$ cat src/rtl/char_buf_pkg.sv
// Shared constants and FSM state type for the character buffer loader.
package char_buf_pkg;

  localparam int CHAR_BUF_BASE  = 1500;
  localparam int CHAR_BUF_DEPTH = 108;
  localparam int CHAR_W         = 8;

  typedef enum logic [1:0] {
    EMPTY   = 2'd0,
    LOADING = 2'd1,
    BLOCKED = 2'd2
  } state_t;

endpackage

$ cat src/rtl/char_buffer_loader_if.sv
// Character stream, processor store port and RAM write port of the loader.
// in_valid/in_ready: a character transfers on every rising edge where both are
// high; in_valid may not depend on in_ready, and in_data is held while in_valid
// waits for ready.
interface char_buffer_loader_if #(
  parameter int CHAR_W = 8,
  parameter int ADDR_W = 12,
  parameter int DATA_W = 32
);
  logic              in_valid;
  logic [CHAR_W-1:0] in_data;
  logic              in_ready;
  logic              cpu_wren;
  logic [ADDR_W-1:0] cpu_addr;
  logic [DATA_W-1:0] cpu_data;
  logic              mem_wren;
  logic [ADDR_W-1:0] mem_addr;
  logic [DATA_W-1:0] mem_data;

  modport master (
    output in_valid, in_data, cpu_wren, cpu_addr, cpu_data,
    input  in_ready, mem_wren, mem_addr, mem_data
  );

  modport slave (
    input  in_valid, in_data, cpu_wren, cpu_addr, cpu_data,
    output in_ready, mem_wren, mem_addr, mem_data
  );
endinterface

$ cat src/rtl/char_fifo.sv
// Small synchronous FIFO (power-of-two depth) buffering incoming characters;
// clear flushes it on the next edge.
module char_fifo #(
  parameter int DEPTH = 4,
  parameter int W     = 8
) (
  input  logic                   clock,
  input  logic                   reset_n,
  input  logic                   clear,
  input  logic                   push,
  input  logic [W-1:0]           push_data,
  input  logic                   pop,
  output logic [W-1:0]           head,
  output logic                   full,
  output logic                   empty,
  output logic [$clog2(DEPTH):0] level
);
  localparam int AW = $clog2(DEPTH);
  localparam int LW = AW + 1;
  localparam logic [AW:0] DEPTH_L = LW'(DEPTH);

  if (DEPTH < 2 || (DEPTH & (DEPTH - 1)) != 0) begin : g_depth_check
    $error("char_fifo: DEPTH must be a power of two and at least 2");
  end

  logic [W-1:0] store [DEPTH];
  logic [AW:0]  wr_ptr;
  logic [AW:0]  rd_ptr;
  logic         do_push;
  logic         do_pop;

  // Pointers carry one extra wrap bit so full and empty are distinguishable.
  assign level   = wr_ptr - rd_ptr;
  assign full    = (level == DEPTH_L);
  assign empty   = (level == '0);
  assign do_push = push && !full && !clear;
  assign do_pop  = pop && !empty && !clear;
  assign head    = store[rd_ptr[AW-1:0]];

  always_ff @(posedge clock) begin
    if (do_push) store[wr_ptr[AW-1:0]] <= push_data;
  end

  always_ff @(posedge clock or negedge reset_n) begin
    if (!reset_n) begin
      wr_ptr <= '0;
      rd_ptr <= '0;
    end else if (clear) begin
      wr_ptr <= '0;
      rd_ptr <= '0;
    end else begin
      if (do_push) wr_ptr <= wr_ptr + 1'b1;
      if (do_pop)  rd_ptr <= rd_ptr + 1'b1;
    end
  end

endmodule

$ cat src/rtl/char_buffer_loader.sv
// Streams characters into a fixed RAM window, yielding the write port to CPU stores.
// Define CHAR_BUFFER_WRAP_EN to make the window a ring instead of stopping when full.
module char_buffer_loader
  import char_buf_pkg::*;
#(
  parameter int BASE_ADDR  = CHAR_BUF_BASE,
  parameter int DEPTH      = CHAR_BUF_DEPTH,
  parameter int CHAR_W     = char_buf_pkg::CHAR_W,
  parameter int ADDR_W     = 12,
  parameter int DATA_W     = 32,
  parameter int FIFO_DEPTH = 4
) (
  input  logic                         clock,
  input  logic                         reset_n,
  input  logic                         clear,
  char_buffer_loader_if.slave          bus,
  output logic [$clog2(DEPTH+1)-1:0]   count,
  output logic                         full,
  output logic                         overflow,
  output state_t                       state
);
  localparam int CNT_W = $clog2(DEPTH + 1);
  localparam int LVL_W = $clog2(FIFO_DEPTH) + 1;
  localparam logic [CNT_W-1:0] DEPTH_C = CNT_W'(DEPTH);
  localparam logic [CNT_W-1:0] LAST_C  = CNT_W'(DEPTH - 1);
`ifdef CHAR_BUFFER_WRAP_EN
  localparam bit WRAP_MODE = 1'b1;
`else
  localparam bit WRAP_MODE = 1'b0;
`endif

  if (BASE_ADDR + DEPTH > (1 << ADDR_W)) begin : g_addr_check
    $error("char_buffer_loader: window BASE_ADDR+DEPTH exceeds the RAM address space");
  end

  logic              ready_en;
  logic [CNT_W-1:0]  wptr;
  logic [CHAR_W-1:0] fifo_head;
  logic              fifo_full;
  logic              fifo_empty;
  logic [LVL_W-1:0]  fifo_level;
  logic [LVL_W-1:0]  level_next;
  logic [CNT_W-1:0]  count_next;
  logic              blocked;
  logic              accept;
  logic              drain;

  char_fifo #(.DEPTH(FIFO_DEPTH), .W(CHAR_W)) u_fifo (
    .clock     (clock),
    .reset_n   (reset_n),
    .clear     (clear),
    .push      (accept),
    .push_data (bus.in_data),
    .pop       (drain),
    .head      (fifo_head),
    .full      (fifo_full),
    .empty     (fifo_empty),
    .level     (fifo_level)
  );

  assign full         = (count == DEPTH_C);
  assign blocked      = full && !WRAP_MODE;
  // ready_en holds in_ready low until the first edge after reset release.
  assign bus.in_ready = ready_en && !fifo_full && !clear && !blocked;
  assign accept       = bus.in_valid && bus.in_ready;
  assign drain        = !fifo_empty && !bus.cpu_wren && !clear && (WRAP_MODE || !full);
  assign level_next   = fifo_level + LVL_W'(accept) - LVL_W'(drain);
  assign count_next   = (drain && !full) ? count + 1'b1 : count;

  // Processor stores always own the RAM port; the loader only fills idle cycles.
  always_comb begin
    bus.mem_wren = bus.cpu_wren;
    bus.mem_addr = bus.cpu_addr;
    bus.mem_data = bus.cpu_data;
    if (drain) begin
      bus.mem_wren = 1'b1;
      bus.mem_addr = ADDR_W'(BASE_ADDR) + ADDR_W'(wptr);
      bus.mem_data = DATA_W'(fifo_head);
    end
  end

  always_ff @(posedge clock or negedge reset_n) begin
    if (!reset_n) begin
      ready_en <= 1'b0;
      wptr     <= '0;
      count    <= '0;
      overflow <= 1'b0;
      state    <= EMPTY;
    end else begin
      ready_en <= 1'b1;
      if (clear) begin
        wptr     <= '0;
        count    <= '0;
        overflow <= 1'b0;
        state    <= EMPTY;
      end else begin
        if (drain) begin
          wptr  <= (WRAP_MODE && wptr == LAST_C) ? '0 : wptr + 1'b1;
          count <= count_next;
        end
        if (bus.in_valid && blocked) overflow <= 1'b1;
        case (state)
          BLOCKED: state <= BLOCKED;
          default: begin
            if (!WRAP_MODE && count_next == DEPTH_C) state <= BLOCKED;
            else if (level_next != '0)               state <= LOADING;
            else                                     state <= EMPTY;
          end
        endcase
      end
    end
  end

endmodule

$ cat src/flat_wrapper.sv
// flat-port wrapper written by rule: the top's interface ports become plain ports
module char_buffer_loader_flat import char_buf_pkg::*;
#(
  parameter int BASE_ADDR  = CHAR_BUF_BASE,
  parameter int DEPTH      = CHAR_BUF_DEPTH,
  parameter int CHAR_W     = char_buf_pkg::CHAR_W,
  parameter int ADDR_W     = 12,
  parameter int DATA_W     = 32,
  parameter int FIFO_DEPTH = 4
)
  (clock, reset_n, clear, count, full, overflow, state, bus_in_valid, bus_in_data, bus_cpu_wren, bus_cpu_addr, bus_cpu_data, bus_in_ready, bus_mem_wren, bus_mem_addr, bus_mem_data);
  char_buffer_loader_if #(.CHAR_W(CHAR_W), .ADDR_W(ADDR_W), .DATA_W(DATA_W)) bus_i ();
  input  logic clock;
  input  logic reset_n;
  input  logic clear;
  output logic [$clog2(DEPTH+1)-1:0] count;
  output logic full;
  output logic overflow;
  output state_t state;
  input wire logic [$bits(bus_i.in_valid)-1:0] bus_in_valid;
  input wire logic [$bits(bus_i.in_data)-1:0] bus_in_data;
  input wire logic [$bits(bus_i.cpu_wren)-1:0] bus_cpu_wren;
  input wire logic [$bits(bus_i.cpu_addr)-1:0] bus_cpu_addr;
  input wire logic [$bits(bus_i.cpu_data)-1:0] bus_cpu_data;
  output wire logic [$bits(bus_i.in_ready)-1:0] bus_in_ready;
  output wire logic [$bits(bus_i.mem_wren)-1:0] bus_mem_wren;
  output wire logic [$bits(bus_i.mem_addr)-1:0] bus_mem_addr;
  output wire logic [$bits(bus_i.mem_data)-1:0] bus_mem_data;
  assign bus_i.in_valid = bus_in_valid;
  assign bus_i.in_data = bus_in_data;
  assign bus_i.cpu_wren = bus_cpu_wren;
  assign bus_i.cpu_addr = bus_cpu_addr;
  assign bus_i.cpu_data = bus_cpu_data;
  assign bus_in_ready = bus_i.in_ready;
  assign bus_mem_wren = bus_i.mem_wren;
  assign bus_mem_addr = bus_i.mem_addr;
  assign bus_mem_data = bus_i.mem_data;
  char_buffer_loader #(.BASE_ADDR(BASE_ADDR), .DEPTH(DEPTH), .CHAR_W(CHAR_W), .ADDR_W(ADDR_W), .DATA_W(DATA_W), .FIFO_DEPTH(FIFO_DEPTH)) u_core (.clock(clock), .reset_n(reset_n), .clear(clear), .bus(bus_i), .count(count), .full(full), .overflow(overflow), .state(state));
endmodule
$ cat config.mk
export PLATFORM = sky130hd
export DESIGN_NAME = char_buffer_loader_flat
export DESIGN_NICKNAME = d
export VERILOG_FILES = /design/src/rtl/char_buf_pkg.sv /design/src/rtl/char_buffer_loader_if.sv /design/src/rtl/char_fifo.sv /design/src/rtl/char_buffer_loader.sv /design/src/flat_wrapper.sv
export SDC_FILE = /design/constraint.sdc
export NUM_CORES = 1
export LEC_CHECK = 0
export CORE_MARGIN = 1
export CORE_UTILIZATION = 35
export CTS_BUF_LIST = sky130_fd_sc_hd__clkbuf_8
export DETAILED_ROUTE_END_ITERATION = 6
export GPL_TIMING_DRIVEN = 1
export PLACE_DENSITY = 0.75
export RECOVER_POWER = 100
export SLEW_MARGIN = 25
export SYNTH_ARGS = -nofsm -noshare
export SYNTH_HDL_FRONTEND = slang
export SYNTH_HIERARCHICAL = 1
export SYNTH_SLANG_ARGS = --single-unit
$ cat constraint.sdc
create_clock -name clock -period 3.7 [get_ports clock]
set_input_delay 0.555 -clock clock [delete_from_list [all_inputs] [get_ports clock]]
set_output_delay 0.555 -clock clock [all_outputs]
set_load 0.05 [all_outputs]
== Word-level counts from Yosys, hierarchy flattened ==
Memory sizes are Yosys's and may differ from the RTL's.
Cells that the tools add are included.

* Output and inout bits: 57
* Memories kept: 1
* Bits in writable memories: 32
* Register bits after elaboration: 24
* Input port bits: 57
* Logic and storage cells: 64

* $add $sub $neg: 8
* Muxes and demuxes: 20
* Reductions and logical operators: 24
* Equality and inequality tests: 4

{| class="wikitable"
|+ Memory list
! memory !! depth !! width !! read ports !! clocked after memory_dff !! write ports !! line !! source
|-
| u_core.u_fifo.store || 4 || 8 || 1 || 0 || 1 || char_fifo.sv:26 || <nowiki>logic [W-1:0] store [DEPTH];</nowiki>
|}

{| class="wikitable"
|+ Operator list
! kind !! count
|-
| $mux 7 || 5
|-
| $mux 32 || 1
|-
| $add 7x1->7 const B || 2
|-
| $eq 7x7->1 const B || 2
|-
| $logic_and 1x1->1 || 13
|-
| $add 11x7->12 const A || 1
|-
| $mux 12 || 1
|-
| $mux 3 || 4
|-
| $reduce_bool 2->1 || 4
|-
| $add 3x1->3 const B || 2
|-
| $mux 1 || 6
|-
| $mux 2 || 3
|-
| $logic_not 1->1 || 5
|-
| $add 3x1->3 || 1
|-
| $eq 3x3->1 const B || 1
|-
| $logic_not 3->1 || 1
|-
| $reduce_bool 3->1 || 1
|-
| $sub 3x1->3 || 1
|-
| $sub 3x3->3 || 1
|-
| $eq 2x2->1 const B || 1
|}

== Longest topological paths before layout ==
Gate-level depths: netlist of run 1.

* Depth in word-level cells: 14
* Mapped depth: 18
* Depth with buffers taken out: 17

== Hierarchy ==
The synthesis of run 1 kept the hierarchy.

{| class="wikitable"
|+ By module, submodules not included
! module !! instances !! cells an instance !! area each (µm²) !! sequential area each (µm²)
|-
| char_fifo || 1 || 95 || 1675.4 || 1111.1
|-
| char_buffer_loader || 1 || 213 || 1617.8 || 450.4
|}

== Worst setup path before layout of run 1 ==
No wires, ideal clock.

* Path kind: register to register
* Start: register u_core.u_fifo.wr_ptr[0]
* End: register u_core.state[0]
* Setup slack: -1387 ps
* Required time: 3580 ps
* Data arrival time: 4968 ps
* Path buffers: 0
* Setup time: 120 ps
* Clock period less this slack: 5087 ps
* Cell stages (with the launch flop): 16
* Cell sequence: dfrtp_1 > inv_1 > ha_1 > fa_1 > xnor3_2 > nor2_1 > nor4b_1 > nand2_1 > ha_1 > inv_1 > ha_1 > fa_1 > xnor2_1 > xnor2_1 > a21oi_1 > and3_1

* Longest elaborated chain between the ends: 14
* Elaborated cells between the ends (all ways): 22
* Those cells by class: add/sub (3); eq/ne (2); mux (5); reduce/logical (12)

{| class="wikitable"
|+ Ends and longest elaborated chain
! what !! line !! source
|-
| start, declared || char_fifo.sv:27 || <nowiki>logic [AW:0] wr_ptr;</nowiki>
|-
| start signal, assigned || char_fifo.sv:52 || <nowiki>if (do_push) wr_ptr <= wr_ptr + 1'b1;</nowiki>
|-
| $sub 3x3->3 || char_fifo.sv:33 || <nowiki>assign level = wr_ptr - rd_ptr;</nowiki>
|-
| $eq 3x3->1 || char_fifo.sv:34 || <nowiki>assign full = (level == DEPTH_L);</nowiki>
|-
| net u_core.fifo_full || char_buffer_loader.sv:39 || <nowiki>logic fifo_full;</nowiki>
|-
| $logic_not 1->1 || char_buffer_loader.sv:64 || <nowiki>assign bus.in_ready = ready_en && !fifo_full && !clear && !blocked;</nowiki>
|-
| $logic_and 1x1->1 (3 in a row) || char_buffer_loader.sv:64 ||
|-
| net bus_in_ready || flat_wrapper.sv:25 || <nowiki>output wire logic [$bits(bus_i.in_ready)-1:0] bus_in_ready;</nowiki>
|-
| $logic_and 1x1->1 || char_buffer_loader.sv:65 || <nowiki>assign accept = bus.in_valid && bus.in_ready;</nowiki>
|-
| $add 3x1->3 || char_buffer_loader.sv:67 || <nowiki>assign level_next = fifo_level + LVL_W'(accept) - LVL_W'(drain);</nowiki>
|-
| $sub 3x1->3 || char_buffer_loader.sv:67 ||
|-
| $reduce_bool 3->1 || char_buffer_loader.sv:106 || <nowiki>else if (level_next != '0) state <= LOADING;</nowiki>
|-
| $mux 1 || char_buffer_loader.sv:106 ||
|-
| $mux 2 || char_buffer_loader.sv:105 || <nowiki>if (!WRAP_MODE && count_next == DEPTH_C) state <= BLOCKED;</nowiki>
|-
| $mux 2 || char_buffer_loader.sv:102 || <nowiki>case (state)</nowiki>
|-
| $mux 2 || char_buffer_loader.sv:91 || <nowiki>if (clear) begin</nowiki>
|-
| end signal, assigned || char_buffer_loader.sv:103 || <nowiki>BLOCKED: state <= BLOCKED;</nowiki>
|-
| end signal, assigned || char_buffer_loader.sv:105 ||
|-
| end signal, assigned || char_buffer_loader.sv:106 ||
|-
| end, declared || char_buffer_loader.sv:20 || <nowiki>output state_t state</nowiki>
|}

The timed path passes the listed nets, and every way through them passes these cells.
A chain may end at the register's enable or synchronous reset.

== Final worst setup path of run 1 ==
* Start: register u_core.u_fifo.wr_ptr[0]
* End: output port bus_mem_addr[9]

* Longest elaborated chain between the ends: 7

{| class="wikitable"
|+ Ends and longest elaborated chain
! what !! line !! source
|-
| $sub 3x3->3 || char_fifo.sv:33 ||
|-
| net u_core.fifo_level[2] || char_buffer_loader.sv:41 || <nowiki>logic [LVL_W-1:0] fifo_level;</nowiki>
|-
| $logic_not 3->1 || char_fifo.sv:35 || <nowiki>assign empty = (level == '0);</nowiki>
|-
| net u_core.fifo_empty || char_buffer_loader.sv:40 || <nowiki>logic fifo_empty;</nowiki>
|-
| $logic_not 1->1 || char_buffer_loader.sv:66 || <nowiki>assign drain = !fifo_empty && !bus.cpu_wren && !clear && (WRAP_MODE || !full);</nowiki>
|-
| $logic_and 1x1->1 (3 in a row) || char_buffer_loader.sv:66 ||
|-
| $mux 12 || char_buffer_loader.sv:75 || <nowiki>if (drain) begin</nowiki>
|-
| end, declared || flat_wrapper.sv:27 || <nowiki>output wire logic [$bits(bus_i.mem_addr)-1:0] bus_mem_addr;</nowiki>
|}

The timed path passes the listed nets, and every way through them passes these cells.

==> results of run 1 <==
[flip-flops by register name (all words and copies together), names as in the netlist]
name / cells
u_core/count: 7
u_core/u_fifo/rd_ptr: 3
u_core/wptr: 7
u_core/state: 2
u_core/u_fifo/store: 32
u_core/ready_en: 1
u_core/overflow: 1
u_core/u_fifo/wr_ptr: 3
[metal layers]
metal | global-route usage, % | part of all wire [%] | wire (um)
met1 | 20.5 | 40 | 3200
met3 | 3.12 | 4.9 | 394
met5 | 0 | 0 | 0
met2 | 31.6 | 54 | 4330
met4 | 4.59 | 1.3 | 105
[worst paths after layout]
path / from / slack, ps / to / depth (start not counted)
worst max-delay path: u_core/u_fifo/wr_ptr[0] / 210 / bus_mem_addr[9] / 12
worst min-delay path: reset_n / 500 / u_core/count[6] / 1
worst max register to register: u_core/u_fifo/wr_ptr[0] / 310 / u_core/state[0] / 17
worst min register to register: u_core/overflow / 530 / u_core/overflow / 2
max in group asynchronous: reset_n / 2440 / u_core/u_fifo/rd_ptr[0] / 1
min in group clock: u_core/overflow / 530 / u_core/overflow / 2
[placed cells by master, fill, tap and decap left out, drive strengths merged, types with 2 or more instances in the layout]
cell type and count:
dlygate4sd3 19, nand2b 9, clkbuf 29, mux4 8
xnor2 10, nor3 6, and3 2, and4b 2
mux2 4, clkdlybuf4s50 47, a21boi 3, edfxtp 32
nor3b 7, a31oi 3, inv 18, and2 27
mux2i 3, buf 40, ha 13, nand2 53
nor2b 3, o21ai 9, dfrtp 24, nor2 23
nand3 3, a21oi 12, or3 4, fa 2
[power groups by stage]
| stage | Sequential (W) | Clock, W | Combinational (W) |
|---|---|---|---|
| global route | 0.000672 | 0.000437 | 0.000417 |
| CTS | 0.000671 | 0.000414 | 0.000426 |
| global placement | 0.000684 | 0 | 0.000417 |
| finish | 0.000671 | 0.000405 | 0.000395 |
| floorplan | 0.000690 | 0 | 0.000193 |
| detailed placement | 0.000685 | 0 | 0.000422 |
[worst max-delay path, stage by stage, from the launching register on]
cell and delay [ps]:
dfrtp_1 370, inv_2 60, ha_1 200, fa_1 370, xnor3_2 290, inv_4 90, nor2_1 70, nor3_4 160
o21ai_4 130, buf_6 180, or3_1 380, o21a_1 120, buf_4 180
[layout make-up]
type                       instances  area, um^2  area share (%)
multi-input combinational        223        1600            32.6
sequential                        56        1560            31.8
timing repair buffer             130        1440            29.2
tap                              111         139            2.83
clock buffer                       5        68.8            1.40
inverter                          16        62.6            1.27
clock inverter                     3        42.5           0.865
[timing repair]
item                       4_1_cts  5_1_grt
setup buffers                    2        3
setup endpoints to repair        2        4
pin swaps                        1        1
resized for setup                0        2
hold buffers                     0        0
cloned                           1        0
[cell families after synthesis]
logic type,share of synthesized area [%]
simple gates,23.4
flops,47.4
compound gates,7.26
buf+inv,4.07
fa+ha+maj,6.16
mux,7.98
xor+xnor,3.65
other cells,0.114
[metrics by stage]
stage	utilization, %	total power, W	setup slack [ps]	cell area [um^2]
4_1_cts	54.9	0.00151	43.3	5050
3_5_place_dp	53.4	0.00111	98.7	4910
2_1_floorplan	-	0.000883	-30.3	3320
3_3_place_gp	53.5	0.00110	203	4920
5_1_grt	53.5	0.00153	31.1	4920
6_report	53.5	0.00147	208	4920
[synth_stat cells, drive strengths merged, types with 8 or more instances]
master | n | share of area, %
dfrtp | 24 | 18
xnor2 | 10 | 2.7
mux4 | 8 | 5.5
a21oi | 12 | 1.9
inv | 16 | 1.9
nor2 | 23 | 2.7
buf | 10 | 1.7
nand2b | 9 | 1.7
and2 | 27 | 5.2
o21ai | 8 | 1.6
nand2 | 53 | 6.0
edfxtp | 32 | 29
ha | 13 | 4.9
==> results.txt, run 1 <==
----------------------------------------------------
[Global routing]
  Global-route usage over all layers ... around 17%
  Largest net degree at the start of global routing ... 32
  Via count of the first global-routing pass ... ~2700
  Global-route wire length before repair ... ~13 mm
  Initial antenna violation count ... 0
  Residual overflow from global routing ... 0

[Routing]
  Antenna-violating nets left ... 0
  DRT iter0 DRCs ... ~120
  Wirelength per Cell ... between 10 and 15 um
  Total vias in the final route ... 2688
  Routed WL ... 8.03 mm
  DRC violations left ... 0
  Number of search-and-repair iterations in the first detailed-routing pass ... 5
  Avg Vias per Cell ... 4.94

[STA]
  Maximum clock rate ... roughly 0.29 GHz
  Setup violation total in the final timing report ... 0
  Final period util ... a little over nine tenths
  Pin slew with the least headroom to its limit ... about 1300 ps
  Setup Total Neg Slack ... 0 ps
  Fin. max-slew vios ... 0
  Post-route minimum period ... 3490 ps
  Worst hold margin ... 504 ps
  Max transition margin ... a little over an eighth
  Layout Skew ... between 9 and 10 ps
  RSZ-0062 raised after global routing ... no
  Final hold viol count ... 0

[Worst setup path]
  Sort of element at the start of the critical path ... flip-flop
  Crit path capture type ... output port
  Crit path max fanout ... 21
  Crit Path Class ... reg2out
  Data arrival time of the critical path ... between 2000 and 3000 ps
  Crit path required time ... 3140 ps

[Pwr]
  Cell area power density ... 299 mW/mm^2
  Proportion of power drawn by the clock network ... 27.6%
  Leakage dissipation ... slightly above 2 nW
  Sequential fraction of design power ... approximately 46%
  Worst IR Drop VDD ... around 0.16 mV
  Switching power total ... around 0.00043 W
  Internal Dissipation ... around 0.0010 W
  Net Sw Frac ... between 20% and 30%
  Logic pwr share ... between 20 and 30%

[CTS]
  TritonCTS clock tree ... built
  Longest Clk Path Bufs ... 2
  Clock Sinks ... between 50 and 60
  Post-CTS clock slew at the launch and capture registers of the worst setup and hold paths ... 100 ps
  CTS H-Tree Depth ... 2
  Number of CTS-inserted buffers ... 5
  Clk_lat worst skew ... about 310 ps
  Root buffer cell ... clkbuf_8

[Placed design]
  # port buffers ... roughly 110
  Routability congestion estimate ... ~0.86
  Placed cells ... 530
  DP HPWL ... 5.93 mm

[Cells and area]
  Final antenna diode count ... 0
  Number of standard cells in the layout, taps in and fillers out ... 544
  Area delta synth->final ... 49.3%
  Number of filler instances in the final layout ... 834
  Share of layout cells above drive strength 1 ... 19.9%
  Count of nets after finishing ... around 500

[Logic synthesis]
  Synthesized area ... 0.00329 mm^2
  Syn Nets ... 380
  Count of cell types in the netlist ... 57
  Yosys Warn Count ... 6
  Mapped Avg Cell Area ... approximately 11 um^2
  FF+latch count, synth ... 56
  Share of synthesized registers carrying an async set or reset ... about 43%
  Post-synth top flop ... edfxtp_1
  Post-synth EDFFs ... 32
  Sequential cell area fraction in the yosys report ... a little under half
  Post-synthesis cell count ... 308

[Floorplan]
  Placement Rows ... 35
  Chip Width ... 99 um
  Core Box Area ... 0.00920 mm^2
  Ports ... 114
  Die height ... around 99 um
  Die area ... 0.00980 mm^2
  Initial Util ... between 30% and 40%

[Worst hold path]
  Class of the tightest hold or removal check ... in2async

[Job]
  Count of maximum capacitance violations ... 0

[Outcome]
  Result of the run ... complete, no violations

----------------------------------------------------
Note: power is estimated with default switching activity, not from simulation.
==> run 2: changes to the inputs <==
Settings changed: ABC_AREA set to 1, CTS_CLUSTER_DIAMETER set to 30.
==> results.txt, run 2 <==
----------------------------------------------------
[Cells and area]
  Area delta synth->final ... 46.4%
  Most common cell after layout, fill and taps aside ... nand2_1
  Max FFs per register ... 32 (unchanged)
  Count of nets after finishing ... 598 (+19%)
  Share of layout cells above drive strength 1 ... 15.6% (-4.3 points)
  Footprint of the multi-input gates ... 0.00143 mm^2 (-11%)
  Reg area ... 0.00156 mm^2 (unchanged)
  Number of filler instances in the final layout ... 828 (-0.72%)
  Final core utilization ... 52.6% (-0.84 points)
  Final antenna diode count ... 0 (unchanged)
  Leading cell types in the layout, fill and taps excluded ... 87 x nand2_1, 67 x nor2_1, 66 x inv_1, 49 x clkdlybuf4s50_1
  Finished layout cell area ... 0.00484 mm^2 (-1.6%)

[STA]
  Fin. max-slew vios ... 0 (unchanged)
  Worst hold margin ... 495 ps (-9.29 ps)
  Max transition margin ... 13.0% (-0.65 points)
  Setup violation total in the final timing report ... 0 (unchanged)
  Final period util ... 94.5% (+0.098 points)
  Post-route minimum period ... 3500 ps (+3.62 ps)
  Maximum clock rate ... 0.286 GHz (-0.10%)
  Pin slew with the least headroom to its limit ... 1310 ps (+9.77 ps)
  Layout Skew ... 15.2 ps (+6.18 ps)
  Final hold viol count ... 0 (unchanged)
  Setup Total Neg Slack ... 0 ps (unchanged)

[Placed design]
  Cell area after placement ... 0.00470 mm^2 (-4.2%)
  Routability congestion estimate ... 0.861 (+0.40%)
  DP HPWL ... 6.04 mm (+1.8%)
  # port buffers ... 113 (unchanged)

[Worst setup path]
  Crit path capture type ... output port
  Sum of buffers and inverters on the critical path ... 5 (+1)
  Most frequent cell on the critical path ... inv_1
  Largest delay share family, worst path ... buffers and inverters
  Crit path max fanout ... 6 (-71%)
  Data arrival time of the critical path ... 2940 ps (about the same)
  Sort of element at the start of the critical path ... flip-flop
  Worst-path cell chain ... inv_1 > ha_1 > fa_1 > inv_1 > nand3_1 > nand3_4 > inv_1 > nor2_1 > nand3_1 > inv_1 > clkdlybuf4s50_1
  Crit path required time ... 3140 ps (about the same)
  Critical path launch point ... u_core/u_fifo/wr_ptr[0]
  CP max-delay cell ... clkdlybuf4s50_1
  Highest cell delay on the worst timing path ... 820 ps (+440 ps)
  Launching point of the worst reg2reg path ... u_core/u_fifo/wr_ptr[0]
  Crit Path Class ... reg2out

[Routing]
  DRC violations left ... 0 (unchanged)
  Wl on met1 ... 3.38 mm (+5.7%)
  Wirelength per Cell ... 12.7 um (-14%)
  Antenna-violating nets left ... 0 (unchanged)
  Number of search-and-repair iterations in the first detailed-routing pass ... 4 (-1)
  Routed WL ... 8.12 mm (+1.1%)
  Met3 WL post-DR ... 336 um (-15%)
  DRT iter0 DRCs ... 125 (+6.8%)
  Routed length on met2 ... 4.31 mm (-0.46%)
  Avg Vias per Cell ... 4.72 (-4.4%)
  Uppermost signal routing layer after detailed routing ... met4
  Total vias in the final route ... 3014 (+12%)

[Global routing]
  Largest net degree at the start of global routing ... 54 (+69%)
  Residual overflow from global routing ... 0 (unchanged)
  Via count of the first global-routing pass ... 2770 (+4.1%)
  Global-route usage over all layers ... 16.2% (-1.0 points)
  Global-route wire length before repair ... 12.8 mm (-3.3%)
  Initial antenna violation count ... 0 (unchanged)

[Pwr]
  Cell area power density ... 291 mW/mm^2 (-2.8%)
  Sequential fraction of design power ... 47.8% (+2.2 points)
  Worst IR Drop VDD ... 0.254 mV (+57%)
  Internal Dissipation ... 0.000968 W (-7.2%)
  Proportion of power drawn by the clock network ... 25.9% (-1.7 points)
  Logic pwr share ... 26.4% (-0.4 points)
  Net Sw Frac ... 31.2% (+2.1 points)
  Switching power total ... 0.000439 W (+2.7%)
  Leakage dissipation ... 2.29 nW (+10%)
  Total Power Consumption ... 0.00141 W (-4.3%)

[CTS]
  Longest Clk Path Bufs ... 2 (unchanged)
  Root buffer cell ... clkbuf_8
  CTS H-Tree Depth ... 2 (unchanged)
  TritonCTS clock tree ... built
  Number of setup buffers added after CTS ... 0 (-2)
  Hold_buf cts ... 0 (unchanged)
  Post-CTS clock slew at the launch and capture registers of the worst setup and hold paths ... 110 ps (about the same)
  Number of CTS-inserted buffers ... 5 (unchanged)
  Clock Sinks ... 56 (unchanged)
  Clk_lat worst skew ... 320 ps (about the same)

[Logic synthesis]
  Post-synth top flop ... edfxtp_1
  FF+latch count, synth ... 56 (unchanged)
  Cell types with the largest area share after synthesis ... edfxtp_1 29%, dfrtp_1 18%, nand2_1 9.8%
  Count of cell types in the netlist ... 34 (-40%)
  Post-synth EDFFs ... 32 (unchanged)
  Yosys Warn Count ... 6 (unchanged)
  Synthesized area ... 0.00330 mm^2 (+0.34%)
  Most frequent cell after synthesis ... nand2_1
  Mapped Avg Cell Area ... 8.04 um^2 (-25%)
  Share of synthesized registers carrying an async set or reset ... 42.9% (unchanged)
  Post-synthesis cell count ... 411 (+33%)
  Fraction of synthesized cell area taken by the top area cell type ... 29.1% (-0.099 points)
  Syn Nets ... 483 (+27%)
  Cell type with the largest total area after synthesis ... edfxtp_1
  Commonest cells post-synth ... 86 x nand2_1, 66 x inv_1, 66 x nor2_1, 32 x edfxtp_1
  Sequential cell area fraction in the yosys report ... 47.3% (-0.16 points)

[Worst hold path]
  Class of the tightest hold or removal check ... in2async

[Floorplan]
  Die height ... 99.2 um (+0.17%)
  Die area ... 0.00983 mm^2 (+0.33%)
  Ports ... 114 (unchanged)
  Placement Rows ... 35 (unchanged)
  Core Box Area ... 0.00920 mm^2 (unchanged)
  Initial Util ... 35.9% (+0.12 points)
  Chip Width ... 99.2 um (+0.17%)

[Outcome]
  Result of the run ... complete, no violations

[Job]
  Count of maximum capacitance violations ... 0 (unchanged)

----------------------------------------------------
run 2: changes by cell type after synthesis, sizes merged, moves of 7 or more:
cell    change
nand2      +40
and2       -27
nand4      +10
o22ai       +7
nand3      +23
xnor2       -9
nand2b      -9
nor2       +46
o21ai      +18
mux4        -8
nor3b       -7
inv        +52
run 2: per-stage QoR:
stage | worst slack, ps | cells
2_1_floorplan | 99.0 | 411
3_3_place_gp | 491 | 629
3_5_place_dp | 318 | 629
4_1_cts | 104 | 637
5_1_grt | -10.6 | 638
6_report | 204 | 638
run 2: cells by family after synthesis:
kind of cell | Yosys count | share of synthesized area [%]
buf+inv | 82 | 10.1
xor+xnor | 5 | 1.33
other cells | 1 | 0.113
simple gates | 204 | 27.1
fa+ha+maj | 15 | 6.13
flops | 56 | 47.3
compound gates | 48 | 7.91
run 2: layout make-up:
class                           count  share of cell area (%)
Clock inverter                      3                   0.595
Tap cell                          111                    2.87
Timing Repair Buffer              122                    28.1
Inverter                           68                    5.28
Multi-Input combinational cell    273                    29.5
Clock buffer                        5                    1.42
Sequential cell                    56                    32.3
run 2: power groups by stage:
stage	combinational [W]	sequential [W]	clock [W]
6_report	0.000371	0.000672	0.000364
5_1_grt	0.000392	0.000673	0.000394
3_5_place_dp	0.000373	0.000686	0
2_1_floorplan	0.000182	0.000694	0
4_1_cts	0.000374	0.000672	0.000374
3_3_place_gp	0.000370	0.000685	0
run 2: worst reg2reg max path: cells and delay by family (launching register included):
kind,cells,cell delay [ps]
xor+xnor,1,170
fa+ha+maj,5,1590
simple gates,6,520
buf+inv,4,390
flops,1,420
compound gates,1,200
run 2: worst paths after layout:
path | endpoint | slack, ps | depth (start not counted)
min reg2reg | u_core/wptr[6] | 520 | 1
max | bus_in_ready | 200 | 11
min in group clock | u_core/wptr[6] | 520 | 1
max in group asynchronous | u_core/u_fifo/rd_ptr[1] | 2430 | 1
max reg2reg | u_core/state[0] | 320 | 17
min | u_core/count[4] | 490 | 1
run 2: per-layer routing:
metal | GRT usage (%) | vias up
met2 | 30.9 | 68
met5 | 0 | -
li1 | - | 1546
met3 | 2.95 | 8
met4 | 3.62 | 0
met1 | 18.8 | 1392
run 2: repair_timing:
action | 4_1_cts | 5_1_grt
endpoints found under the hold margin | 0 | 0
endpoints found under the setup margin | 0 | 9
gates resized for setup | 0 | 3
